===== config.mk =====
export PLATFORM = sky130hd
export DESIGN_NAME = ps2_key_tx_flat
export DESIGN_NICKNAME = d
export VERILOG_FILES = /design/src/rtl/ps2_key_tx_if.sv /design/src/rtl/ps2_key_tx.sv /design/src/flat_wrapper.sv
export SDC_FILE = /design/constraint.sdc
export NUM_CORES = 1
export LEC_CHECK = 0
export BUFFER_PORTS_ARGS = -buffer_cell sky130_fd_sc_hd__buf_4
export CAP_MARGIN = 20
export CORE_UTILIZATION = 55
export DETAILED_ROUTE_END_ITERATION = 10
export GPL_TIMING_DRIVEN = 0
export PLACE_DENSITY = 0.78
export SYNTH_ARGS = -nofsm -noshare
export SYNTH_HDL_FRONTEND = slang
export SYNTH_SLANG_ARGS = --single-unit

===== constraint.sdc =====
create_clock -name clk -period 3.5 [get_ports clk]
set_clock_uncertainty 0.05 [all_clocks]
set_input_delay 0.175 -clock clk [delete_from_list [all_inputs] [get_ports clk]]
set_output_delay 0.175 -clock clk [all_outputs]
set_load 0.005 [all_outputs]

===== src/rtl/ps2_key_tx_if.sv =====
// rtl/ps2_key_tx_if.sv - key-event handshake bundle for the PS/2 device transmitter
interface ps2_key_tx_if;
    logic [7:0] key_code;
    logic       key_release;
    logic       key_valid;
    logic       key_ready;

    modport master (output key_code, output key_release, output key_valid, input key_ready);
    modport slave  (input key_code, input key_release, input key_valid, output key_ready);
endinterface


===== src/rtl/ps2_key_tx.sv =====
// rtl/ps2_key_tx.sv - PS/2 keyboard-side frame transmitter with key-event FIFO
module ps2_key_tx #(
    parameter int CLK_HALF   = 5,
    parameter int GAP_CYCLES = 20,
    parameter int FIFO_DEPTH = 4
) (
    input  logic              clk,
    input  logic              reset,
    ps2_key_tx_if.slave       key_if,
    input  logic              host_inhibit,
    output logic              keyb_clk,
    output logic              keyb_data,
    output logic              busy,
    output logic              frame_done
);
    localparam int AW = $clog2(FIFO_DEPTH);
    localparam int PW = (CLK_HALF > 1) ? $clog2(CLK_HALF) : 1;
    localparam int GW = $clog2(GAP_CYCLES + 1);
    localparam logic [PW-1:0] PH_LAST  = PW'(CLK_HALF - 1);
    localparam logic [GW-1:0] GAP_LAST = GW'(GAP_CYCLES - 1);
    localparam logic [AW:0]   PTR_ONE  = (AW + 1)'(1);

    typedef enum logic [2:0] {S_IDLE, S_LOAD, S_BIT_HIGH, S_BIT_LOW, S_GAP} state_t;

    state_t          r_state, w_state_next;
    logic [8:0]      r_mem [FIFO_DEPTH];
    logic [AW:0]     r_wr_ptr, r_rd_ptr;
    logic [PW-1:0]   r_phase_cnt;
    logic [3:0]      r_bit_cnt;
    logic [GW-1:0]   r_gap_cnt;
    logic [10:0]     r_shift;
    logic            r_f0_sent;
    logic            r_is_f0;
    logic            r_frame_done;

    logic            w_empty, w_full, w_push, w_pop;
    logic [8:0]      w_head;
    logic [7:0]      w_byte;
    logic            w_sel_f0;
    logic            w_phase_last, w_bit_last, w_gap_last;
    logic            w_frame_end;

    assign w_empty  = (r_wr_ptr == r_rd_ptr);
    assign w_full   = (r_wr_ptr[AW] != r_rd_ptr[AW]) &&
                      (r_wr_ptr[AW-1:0] == r_rd_ptr[AW-1:0]);
    assign w_push   = key_if.key_valid & ~w_full;
    assign w_head   = r_mem[r_rd_ptr[AW-1:0]];
    // A release entry sends F0 first; the code goes out once F0 has completed.
    assign w_sel_f0 = w_head[8] & ~r_f0_sent;
    assign w_byte   = w_sel_f0 ? 8'hF0 : w_head[7:0];

    assign w_phase_last = (r_phase_cnt == PH_LAST);
    assign w_bit_last   = (r_bit_cnt == 4'd10);
    assign w_gap_last   = (r_gap_cnt == GAP_LAST);
    // Entry leaves the FIFO only after its final (code) frame completes.
    assign w_pop        = w_frame_end & ~r_is_f0;

    assign key_if.key_ready = ~w_full;
    assign keyb_clk   = (r_state != S_BIT_LOW);
    assign keyb_data  = (r_state == S_BIT_HIGH || r_state == S_BIT_LOW) ? r_shift[0] : 1'b1;
    assign busy       = (r_state != S_IDLE) | ~w_empty;
    assign frame_done = r_frame_done;

    // FIFO storage write; contents need no reset, pointers define validity.
    always_ff @(posedge clk) begin
        if (w_push) begin
            r_mem[r_wr_ptr[AW-1:0]] <= {key_if.key_release, key_if.key_code};
        end
    end

    // FIFO pointers.
    always_ff @(posedge clk) begin
        if (reset) begin
            r_wr_ptr <= '0;
            r_rd_ptr <= '0;
        end else begin
            if (w_push) r_wr_ptr <= r_wr_ptr + PTR_ONE;
            if (w_pop)  r_rd_ptr <= r_rd_ptr + PTR_ONE;
        end
    end

    // FSM state register.
    always_ff @(posedge clk) begin
        if (reset) r_state <= S_IDLE;
        else       r_state <= w_state_next;
    end

    // FSM next state; inhibit aborts any in-flight frame into GAP.
    always_comb begin
        w_state_next = r_state;
        w_frame_end  = 1'b0;
        case (r_state)
            S_IDLE: begin
                if (!w_empty && !host_inhibit) w_state_next = S_LOAD;
            end
            S_LOAD: begin
                w_state_next = host_inhibit ? S_GAP : S_BIT_HIGH;
            end
            S_BIT_HIGH: begin
                if (host_inhibit)      w_state_next = S_GAP;
                else if (w_phase_last) w_state_next = S_BIT_LOW;
            end
            S_BIT_LOW: begin
                if (host_inhibit) begin
                    w_state_next = S_GAP;
                end else if (w_phase_last) begin
                    if (w_bit_last) begin
                        w_state_next = S_GAP;
                        w_frame_end  = 1'b1;
                    end else begin
                        w_state_next = S_BIT_HIGH;
                    end
                end
            end
            S_GAP: begin
                if (!host_inhibit && w_gap_last) w_state_next = w_empty ? S_IDLE : S_LOAD;
            end
            default: w_state_next = S_IDLE;
        endcase
    end

    // Bit timing counters, shift register and sub-frame bookkeeping.
    always_ff @(posedge clk) begin
        if (reset) begin
            r_phase_cnt  <= '0;
            r_bit_cnt    <= '0;
            r_gap_cnt    <= '0;
            r_shift      <= '1;
            r_f0_sent    <= 1'b0;
            r_is_f0      <= 1'b0;
            r_frame_done <= 1'b0;
        end else begin
            r_frame_done <= w_frame_end;
            r_phase_cnt  <= (w_state_next != r_state) ? '0 : r_phase_cnt + 1'b1;
            r_gap_cnt    <= (r_state != S_GAP || host_inhibit) ? '0 : r_gap_cnt + 1'b1;
            if (r_state == S_LOAD) begin
                r_shift   <= {1'b1, ~^w_byte, w_byte, 1'b0};
                r_is_f0   <= w_sel_f0;
                r_bit_cnt <= '0;
            end else if (r_state == S_BIT_LOW && w_state_next == S_BIT_HIGH) begin
                r_shift   <= {1'b1, r_shift[10:1]};
                r_bit_cnt <= r_bit_cnt + 4'd1;
            end
            if (w_frame_end) r_f0_sent <= r_is_f0;
        end
    end
endmodule

===== src/flat_wrapper.sv =====
// flat-port wrapper written by rule: the top's interface ports become plain ports
module ps2_key_tx_flat 
#(
    parameter int CLK_HALF   = 5,
    parameter int GAP_CYCLES = 20,
    parameter int FIFO_DEPTH = 4
)
  (clk, reset, host_inhibit, keyb_clk, keyb_data, busy, frame_done, key_if_key_code, key_if_key_release, key_if_key_valid, key_if_key_ready);
  ps2_key_tx_if key_if_i ();
  input  logic clk;
  input  logic reset;
  input  logic host_inhibit;
  output logic keyb_clk;
  output logic keyb_data;
  output logic busy;
  output logic frame_done;
  input wire logic [$bits(key_if_i.key_code)-1:0] key_if_key_code;
  input wire logic [$bits(key_if_i.key_release)-1:0] key_if_key_release;
  input wire logic [$bits(key_if_i.key_valid)-1:0] key_if_key_valid;
  output wire logic [$bits(key_if_i.key_ready)-1:0] key_if_key_ready;
  assign key_if_i.key_code = key_if_key_code;
  assign key_if_i.key_release = key_if_key_release;
  assign key_if_i.key_valid = key_if_key_valid;
  assign key_if_key_ready = key_if_i.key_ready;
  ps2_key_tx #(.CLK_HALF(CLK_HALF), .GAP_CYCLES(GAP_CYCLES), .FIFO_DEPTH(FIFO_DEPTH)) u_core (.clk(clk), .reset(reset), .key_if(key_if_i), .host_inhibit(host_inhibit), .keyb_clk(keyb_clk), .keyb_data(keyb_data), .busy(busy), .frame_done(frame_done));
endmodule

==> results.rst, run 1 <==
.. list-table::
   :header-rows: 1

   * - Metric
     - Value
   * - GR Overflow Total
     - 0
   * - Core footprint
     - 5507 sq um
   * - I/O Pins
     - 18
   * - Arrival time reported for the critical path endpoint
     - 2.29 ns
   * - DIE AREA
     - just over 6000 sq um
   * - Post-CTS Repair Setup Buffers
     - 0
   * - Clock insertion delay at the later pin of the skew report
     - 0.35 ns
   * - Global-route wire length before repair
     - 9.328 mm
   * - Die X-Extent
     - roughly 78 um
   * - Number of fillers in the final layout
     - 410
   * - Residual DRC
     - 0
   * - Hold/Removal Path Class
     - primary input to flip-flop
   * - Max Clk Rate
     - 474.6 MHz
   * - Via count of the first global-routing pass
     - about 2,000
   * - Final routed wirelength across all metal layers
     - between 5 and 6 mm
   * - Total clock buffers created by CTS
     - 9
   * - Kind of start point of the critical path
     - flip-flop
   * - Largest fanout on the critical path
     - 10
   * - Crit path required time
     - 3.69 ns
   * - Share of post-route cells with drive strength above 1
     - 0.1993
   * - Fraction of synthesis flops using an asynchronous set or reset pin
     - 0
   * - Maximum number of pins on one net before global-route repair
     - 14
   * - Number of nets with antenna violations after routing
     - 0
   * - Area added between synthesis and finish
     - 15.25%
   * - Routability cong.
     - 0.7876
   * - Biggest area contributors in the synthesized netlist
     - edfxtp_1, dfxtp_1, mux4_2
   * - Number of library cell types mapped by synthesis
     - 53
   * - Max Buffers Root-to-Sink
     - 2
   * - Die span in y
     - 77.69 um
   * - Final number of max-transition violations
     - 0
   * - Worst slack at placement
     - 1.442 ns
   * - Pwr Density
     - roughly 460 nW/um^2
   * - Post-Syn Instances
     - between 200 and 250
   * - Global router's overall resource usage
     - 0.2083
   * - Sequential standard cell area
     - 1802 sq um
   * - Portion of the post-synthesis area used by sequential elements
     - 0.5719
   * - Leakage power figure
     - 1.279 nW
   * - H-tree levels
     - 3
   * - Clock root buffer master
     - clkbuf_8
   * - Max-cap violation count
     - 0
   * - Yosys top cell by area
     - edfxtp_1
   * - Dominant register cell in the synthesized netlist
     - edfxtp_1
   * - Post-cts hold buffer count
     - 9
   * - Transition time of the tightest slew-check pin
     - 0.5619 ns
   * - Count of instances resized after the clock tree is built
     - 0
   * - RSZ-0062 raised after global routing
     - false
   * - Antenna violations before repair
     - 0
   * - Synthesized area
     - 3151 sq um
   * - Type of the setup path with the least slack
     - flip-flop to flip-flop
   * - Vias per cell
     - 5.468
   * - Run status
     - complete, no violations
   * - Overall Power
     - 1.682 mW
   * - DP Wirelength
     - 3.657 mm
   * - Post-CTS clock slew at the launch and capture registers of the worst setup and hold paths
     - ~0.080 ns
   * - Port Buffer Count
     - 17
   * - Worst vdd ir
     - 0.3930 mV
   * - Starting DRT DRC Count
     - approximately 110
   * - Fin. Hold Viols
     - 0
   * - Share of the clock period used by the worst path after layout
     - 0.6021
   * - Post-detailed-route wirelength per cell
     - 15.04 um
   * - Count of flip-flops with a built-in enable after synthesis
     - 36
   * - Avg Cell Area, Syn
     - between 10 and 15 sq um
   * - Slew Limit Headroom
     - 0.6236
   * - Yosys synthesis warning count
     - 0
   * - Starting Density
     - 0.5721
   * - Total negative slack for setup checks
     - 0 ns
   * - Worst setup slack after layout
     - 1.393 ns
   * - Overall via count from detail_route
     - ~2,000
   * - Final net count
     - 309
   * - Site Rows
     - 27
   * - Multi-input gate area
     - 1254 sq um
   * - Post-synth net total
     - approximately 270
   * - Antenna Cells
     - 0
   * - Iteration count of the initial detailed-routing pass
     - 4
   * - Post-route core utilization
     - 0.6594
   * - Final critical delay including setup and external delays
     - 2.107 ns
   * - Flops & latches, synth
     - 72
   * - CTS tree
     - done
   * - Endpoint class of the critical path
     - flip-flop
   * - TritonCTS Sinks
     - between 70 and 80
   * - Final setup fails
     - 0
   * - Share of the synthesized area in the top cell type
     - 0.3431
sequential cells by signal, summed over array words and instances (netlist names), named ones only:
signal	flops
u_core.r_f0_sent	1
u_core.r_is_f0	1
u_core.r_gap_cnt	5
u_core.r_phase_cnt	3
u_core.r_bit_cnt	4
u_core.r_state	3
u_core.r_wr_ptr	3
u_core.r_rd_ptr	3
u_core.frame_done	1
u_core.r_shift	10
u_core.r_mem	36
worst paths after layout:
kind         slack (ns)  depth (start not counted)                        startpoint                                to
min                0.11                          4                             reset  u_core.r_phase_cnt[1]$_SDFF_PP0_
max                1.39                          8  u_core.r_phase_cnt[0]$_SDFF_PP0_    u_core.r_shift[4]$_SDFFE_PP1P_
max reg2reg        1.39                          8  u_core.r_phase_cnt[0]$_SDFF_PP0_    u_core.r_shift[4]$_SDFFE_PP1P_
min reg2reg        0.40                          1    u_core.r_gap_cnt[0]$_SDFF_PP0_    u_core.r_gap_cnt[0]$_SDFF_PP0_
final cells by class:
type / instances / share of cell area
Buffer: 12 / 0.01585
Clock buffer: 10 / 0.03515
Clock inverter: 6 / 0.01241
Inverter: 10 / 0.01034
Multi-Input combinational cell: 155 / 0.3453
Sequential cell: 72 / 0.4962
Tap cell: 72 / 0.02481
Timing Repair Buffer: 26 / 0.05996
layer usage:
layer	global-route usage	share of wire	vias to the layer above
li1	-	-	991
met1	0.2687	0.46	952
met2	0.3274	0.49	31
met3	0.03882	0.026	11
met4	0.1245	0.024	0
met5	0	0	-
synth_stat cells (2+ instances only):
| cell | count |
|---|---|
| nor3b_1 | 2 |
| a311oi_1 | 2 |
| inv_1 | 9 |
| o21bai_1 | 6 |
| nand3_1 | 5 |
| nor3_1 | 3 |
| o22ai_1 | 4 |
| mux2i_1 | 3 |
| a221oi_1 | 2 |
| nand2_1 | 7 |
| nor2_1 | 29 |
| a31oi_1 | 2 |
| xor2_1 | 6 |
| nand4bb_1 | 2 |
| mux4_2 | 9 |
| edfxtp_1 | 36 |
| or3b_1 | 2 |
| a221oi_2 | 2 |
| ha_1 | 10 |
| and2_1 | 5 |
| a21oi_1 | 10 |
| nand3b_1 | 2 |
| dfxtp_1 | 36 |
| xnor2_1 | 15 |
| o21ai_1 | 4 |
| clkbuf_1 | 7 |
| buf_2 | 3 |
worst max-delay path: stages, from the launching register on:
cell and delay [ns]:
dfxtp_1 0.36, inv_1 0.05, ha_1 0.22, and3b_1 0.21, o211a_4 0.28, o31a_1 0.32, buf_2 0.20, a221oi_2 0.19
o21bai_1 0.11
logic make-up (layout without fill, tap and decap cells):
group	after synthesis	count (layout)	synth area share
DFF	72	72	0.5719
xor gates and xnor gates	21	21	0.05838
adders and majority gates	10	10	0.03971
and+or+nand+nor	69	69	0.1243
AOI/OAI and AO/OA	43	43	0.1017
muxes	12	12	0.07387
buffers and inverters	22	64	0.03018
through the flow:
step                      hold WS, ns  instances  area, sq um
final                          0.1070        363         3631
after CTS                      0.1041        363         3631
after global routing           0.1296        363         3631
after detailed placement       0.3283        338         3368
after floorplan                0.2239        249         3151
after global placement         0.3258        338         3368
power by group:
group / leakage (nW) / internal, mW / switching (mW)
Clock: 0.0751 / 0.259 / 0.324
Combinational: 0.581 / 0.0753 / 0.0872
Sequential: 0.623 / 0.921 / 0.0167
cell usage in the layout (no fill, tap or decap), types with 3 or more instances in the layout:
cell	n
dfxtp_1	36
edfxtp_1	36
nor2_1	29
buf_4	17
xnor2_1	15
a21oi_1	10
ha_1	10
inv_1	9
mux4_2	9
clkbuf_8	9
dlygate4sd3_1	9
clkbuf_1	8
nand2_1	7
xor2_1	6
o21bai_1	6
and2_1	5
nand3_1	5
o22ai_1	4
o21ai_1	4
buf_2	3
mux2i_1	3
nor3_1	3
clkinvlp_4	3
Note: power is estimated with default switching activity, not from simulation.
==> inputs of run 2 (changes only) <==
--- a/config.mk
+++ b/config.mk
@@ -7,10 +7,10 @@
 export LEC_CHECK = 0
 export BUFFER_PORTS_ARGS = -buffer_cell sky130_fd_sc_hd__buf_4
 export CAP_MARGIN = 20
-export CORE_UTILIZATION = 55
+export CORE_UTILIZATION = 54
 export DETAILED_ROUTE_END_ITERATION = 10
 export GPL_TIMING_DRIVEN = 0
-export PLACE_DENSITY = 0.78
+export PLACE_DENSITY = 0.8
 export SYNTH_ARGS = -nofsm -noshare
 export SYNTH_HDL_FRONTEND = slang
 export SYNTH_SLANG_ARGS = --single-unit
==> constraint.sdc (replaced) <==
create_clock -name clk -period 1.9 [get_ports clk]
set_clock_uncertainty 0.05 [all_clocks]
set_input_delay 0.095 -clock clk [delete_from_list [all_inputs] [get_ports clk]]
set_output_delay 0.095 -clock clk [all_outputs]
set_load 0.005 [all_outputs]
==> run 2 against run 1 <==
Effect of this change: the flow now finishes with violations (negative setup slack); clock power increased to 2.5 times the previous value; sequential share of layout area shrank 3.9 points; worst setup slack lost 1.4 ns; wire length up 12%; total power grew 110%; count of clock-buffer cells in the layout shrank 1; sequential power is 85% higher; final area rose by 9.7%; first-iteration DRC count unchanged; fmax rose by 8.8%; largest cell class unchanged.
==> results.rst, run 2 (synthesis results as in run 1) <==
.. list-table::
   :header-rows: 1

   * - Metric
     - Value
   * - Starting DRT DRC Count
     - 105 (unchanged)
   * - Kind of start point of the critical path
     - flip-flop
   * - Setup slack of the most critical reg-to-reg path
     - -0.04 ns (-1.43 ns)
   * - CTS tree
     - done
   * - DIE AREA
     - 6143 sq um (+1.8%)
   * - Post-CTS clock slew at the launch and capture registers of the worst setup and hold paths
     - 0.08 ns (about the same)
   * - GR Overflow Total
     - 0 (unchanged)
   * - Run status
     - complete, but fails checks
   * - Reg2reg end
     - u_core.r_shift[4]$_SDFFE_PP1P_
   * - Starting Density
     - 0.5652 (-0.006935)
   * - Post-detailed-route wirelength per cell
     - 16.36 um (+8.8%)
   * - Clock root buffer master
     - clkbuf_8
   * - Global-route wire length before repair
     - 9.459 mm (+1.4%)
   * - Antenna Cells
     - 0 (unchanged)
   * - Max Clk Rate
     - 516.5 MHz (+8.8%)
   * - Violated checks
     - negative setup slack
   * - Final setup fails
     - 3 (+3)
   * - Pwr Density
     - 900.1 nW/um^2 (+94%)
   * - Final critical delay including setup and external delays
     - 1.936 ns (-0.1712 ns)
   * - Max-cap violation count
     - 0 (unchanged)
   * - Placed Area
     - 3374 sq um (+0.19%)
   * - Maximum single-stage delay on the critical path
     - 0.35 ns (about the same)
   * - Leakage power figure
     - 1.431 nW (+12%)
   * - Fin. Hold Viols
     - 0 (unchanged)
   * - Iteration count of the initial detailed-routing pass
     - 4 (unchanged)
   * - Port Buffer Count
     - 17 (unchanged)
   * - DP Wirelength
     - 3.606 mm (-1.4%)
   * - Worst path top cell family by delay
     - compound AO/OA/AOI/OAI gates
   * - Post-route core utilization
     - 0.7145 (+0.05508)
   * - H-tree levels
     - 3 (unchanged)
   * - Number of gates on the worst path with buffers counted
     - 8 (unchanged)
   * - Global router's overall resource usage
     - 0.2094 (+0.001109)
   * - Endpoint class of the critical path
     - flip-flop
   * - Most common cell after layout, fill and taps aside
     - edfxtp_1
   * - RSZ-0062 raised after global routing
     - true
   * - TritonCTS Sinks
     - 72 (unchanged)
   * - Worst vdd ir
     - 0.8993 mV (+130%)
   * - Crit path required time
     - 2.08 ns (-1.61 ns)
   * - Site Rows
     - 27 (unchanged)
   * - Via count of the first global-routing pass
     - 2,029 (+1.9%)
   * - Overall via count from detail_route
     - 2,072 (+4.4%)
   * - Worst reg2reg path startpoint
     - u_core.r_phase_cnt[1]$_SDFF_PP0_
   * - Area added between synthesis and finish
     - 26.41%
   * - Cells traversed along the worst timing path
     - inv_2 > ha_4 > and3b_1 > o211a_4 > o31a_1 > buf_6 > a221oi_2 > o21bai_1
   * - Vias per cell
     - 5.525 (+1.0%)
   * - I/O Pins
     - 18 (unchanged)
   * - Slew Limit Headroom
     - 0.6039 (-0.01971)
   * - Reg2Reg Depth
     - 8 (unchanged)
   * - Total negative slack for setup checks
     - -0.08550 ns (-0.08550 ns)
   * - Share of the clock period used by the worst path after layout
     - 1.019 (+0.4169)
   * - Die X-Extent
     - 78.38 um (+0.89%)
   * - Core footprint
     - 5574 sq um (+1.2%)
   * - Die span in y
     - 78.38 um (+0.89%)
   * - Transition time of the tightest slew-check pin
     - 0.5941 ns (+0.03219 ns)
   * - CP Capture Point
     - u_core.r_shift[4]$_SDFFE_PP1P_
   * - Final number of max-transition violations
     - 0 (unchanged)
   * - Share of post-route cells with drive strength above 1
     - 0.3267 (+0.1274)
   * - Worst setup slack after layout
     - -0.03599 ns (-1.429 ns)
   * - Type of the setup path with the least slack
     - flip-flop to flip-flop
   * - Maximum number of pins on one net before global-route repair
     - 14 (unchanged)
   * - Hold/Removal Path Class
     - primary input to flip-flop
   * - Max Buffers Root-to-Sink
     - 2 (unchanged)
   * - Antenna violations before repair
     - 0 (unchanged)
   * - Routability cong.
     - 0.7912 (+0.46%)
   * - Cell with the biggest individual delay on the critical path
     - o31a_1
   * - Arrival time reported for the critical path endpoint
     - 2.12 ns (-0.17 ns)
   * - Final routed wirelength across all metal layers
     - 6.135 mm (+12%)
   * - Number of nets with antenna violations after routing
     - 0 (unchanged)
   * - Crit path buffers/inverters
     - 2 (unchanged)
   * - Design area
     - 3983 sq um (+9.7%)
   * - Largest fanout on the critical path
     - 6 (-4)
   * - Clock insertion delay at the later pin of the skew report
     - 0.35 ns (about the same)
   * - Most frequent cells in the layout
     - edfxtp_1, nor2_1, dfxtp_1, buf_4, xnor2_1
   * - Total clock buffers created by CTS
     - 9 (unchanged)
   * - Number of flip-flops in the largest register
     - 36 (unchanged)
   * - Final net count
     - 321 (+3.9%)
   * - Residual DRC
     - 0 (unchanged)
   * - Crit. Startpoint
     - u_core.r_phase_cnt[1]$_SDFF_PP0_
==> run 2: cell types whose count changed in the layout (fill, tap and decap cells not counted), moves of 3 or more <==
| cell | previous run | this run |
|---|---|---|
| dfxtp_1 | 36 | 26 |
| buf_4 | 17 | 26 |
| dfxtp_2 | 0 | 8 |
| and2_1 | 5 | 1 |
| and2_2 | 0 | 4 |
| xnor2_1 | 15 | 11 |
| bufinv_16 | 0 | 3 |
==> run 2: timing repair <==
action,4_1_cts,5_1_grt
setup endpoints to repair,48,56
hold endpoints to repair,36,2
hold buffers,9,1
resized for setup,15,29
pin swaps,7,9
cloned,1,1
buffers inserted,5,4
==> run 2: final cells by class <==
class	count	area (sq um)
fill	378	1592
buffer	12	68.82
clock inverter	7	118.9
multi-input combinational	155	1393
sequential	72	1819
inverter	10	37.54
clock buffer	9	123.9
tap	72	90.09
timing repair buffer	38	331.6
==> run 2: through the flow <==
stage               hold WS, ns  instances  worst slack, ns  power (mW)
floorplan                0.1439        249          0.01368       1.959
global placement         0.2461        338          -0.1147       2.039
detailed placement       0.2475        338          -0.1207       2.050
CTS                    0.006036        369       -0.0009610       3.548
global route            0.05929        375          -0.1331       3.725
finish                  0.05567        375         -0.03599       3.585
==> run 2: worst min path at each step <==
stage          depth (start not counted)                          endpoint          startpoint
2_1_floorplan                          0      u_core.r_mem[0][0]$_DFFE_PP_  key_if_key_code[0]
3_5_place_dp                           1      u_core.r_mem[0][4]$_DFFE_PP_  key_if_key_code[4]
5_1_grt                                4      u_core.r_state[1]$_SDFF_PP0_        host_inhibit
3_3_place_gp                           1      u_core.r_mem[2][2]$_DFFE_PP_  key_if_key_code[2]
4_1_cts                                4  u_core.r_phase_cnt[0]$_SDFF_PP0_               reset
6_report                               4      u_core.r_state[1]$_SDFF_PP0_        host_inhibit
==> run 2: power breakdown <==
part / internal (mW) / switching (mW)
clock: 0.874 / 0.604
combinational: 0.190 / 0.183
sequential: 1.70 / 0.0368
total: 2.76 / 0.824
==> run 2: worst register-to-register path, stage by stage, from the launching register on <==
cell and delay, ns:
dfxtp_2 0.34, inv_2 0.04, ha_4 0.15, and3b_1 0.20, o211a_4 0.27, o31a_1 0.35
buf_6 0.16, a221oi_2 0.16, o21bai_1 0.09
==> run 2: routing by layer <==
layer  vias to the layer above  track usage  routed length [um]
li1                       1014            -                   -
met1                      1004       0.2512                2671
met2                        40       0.3465                3080
met3                        14      0.05698                 258
met4                         0       0.1056                 124
met5                         -            0                   0
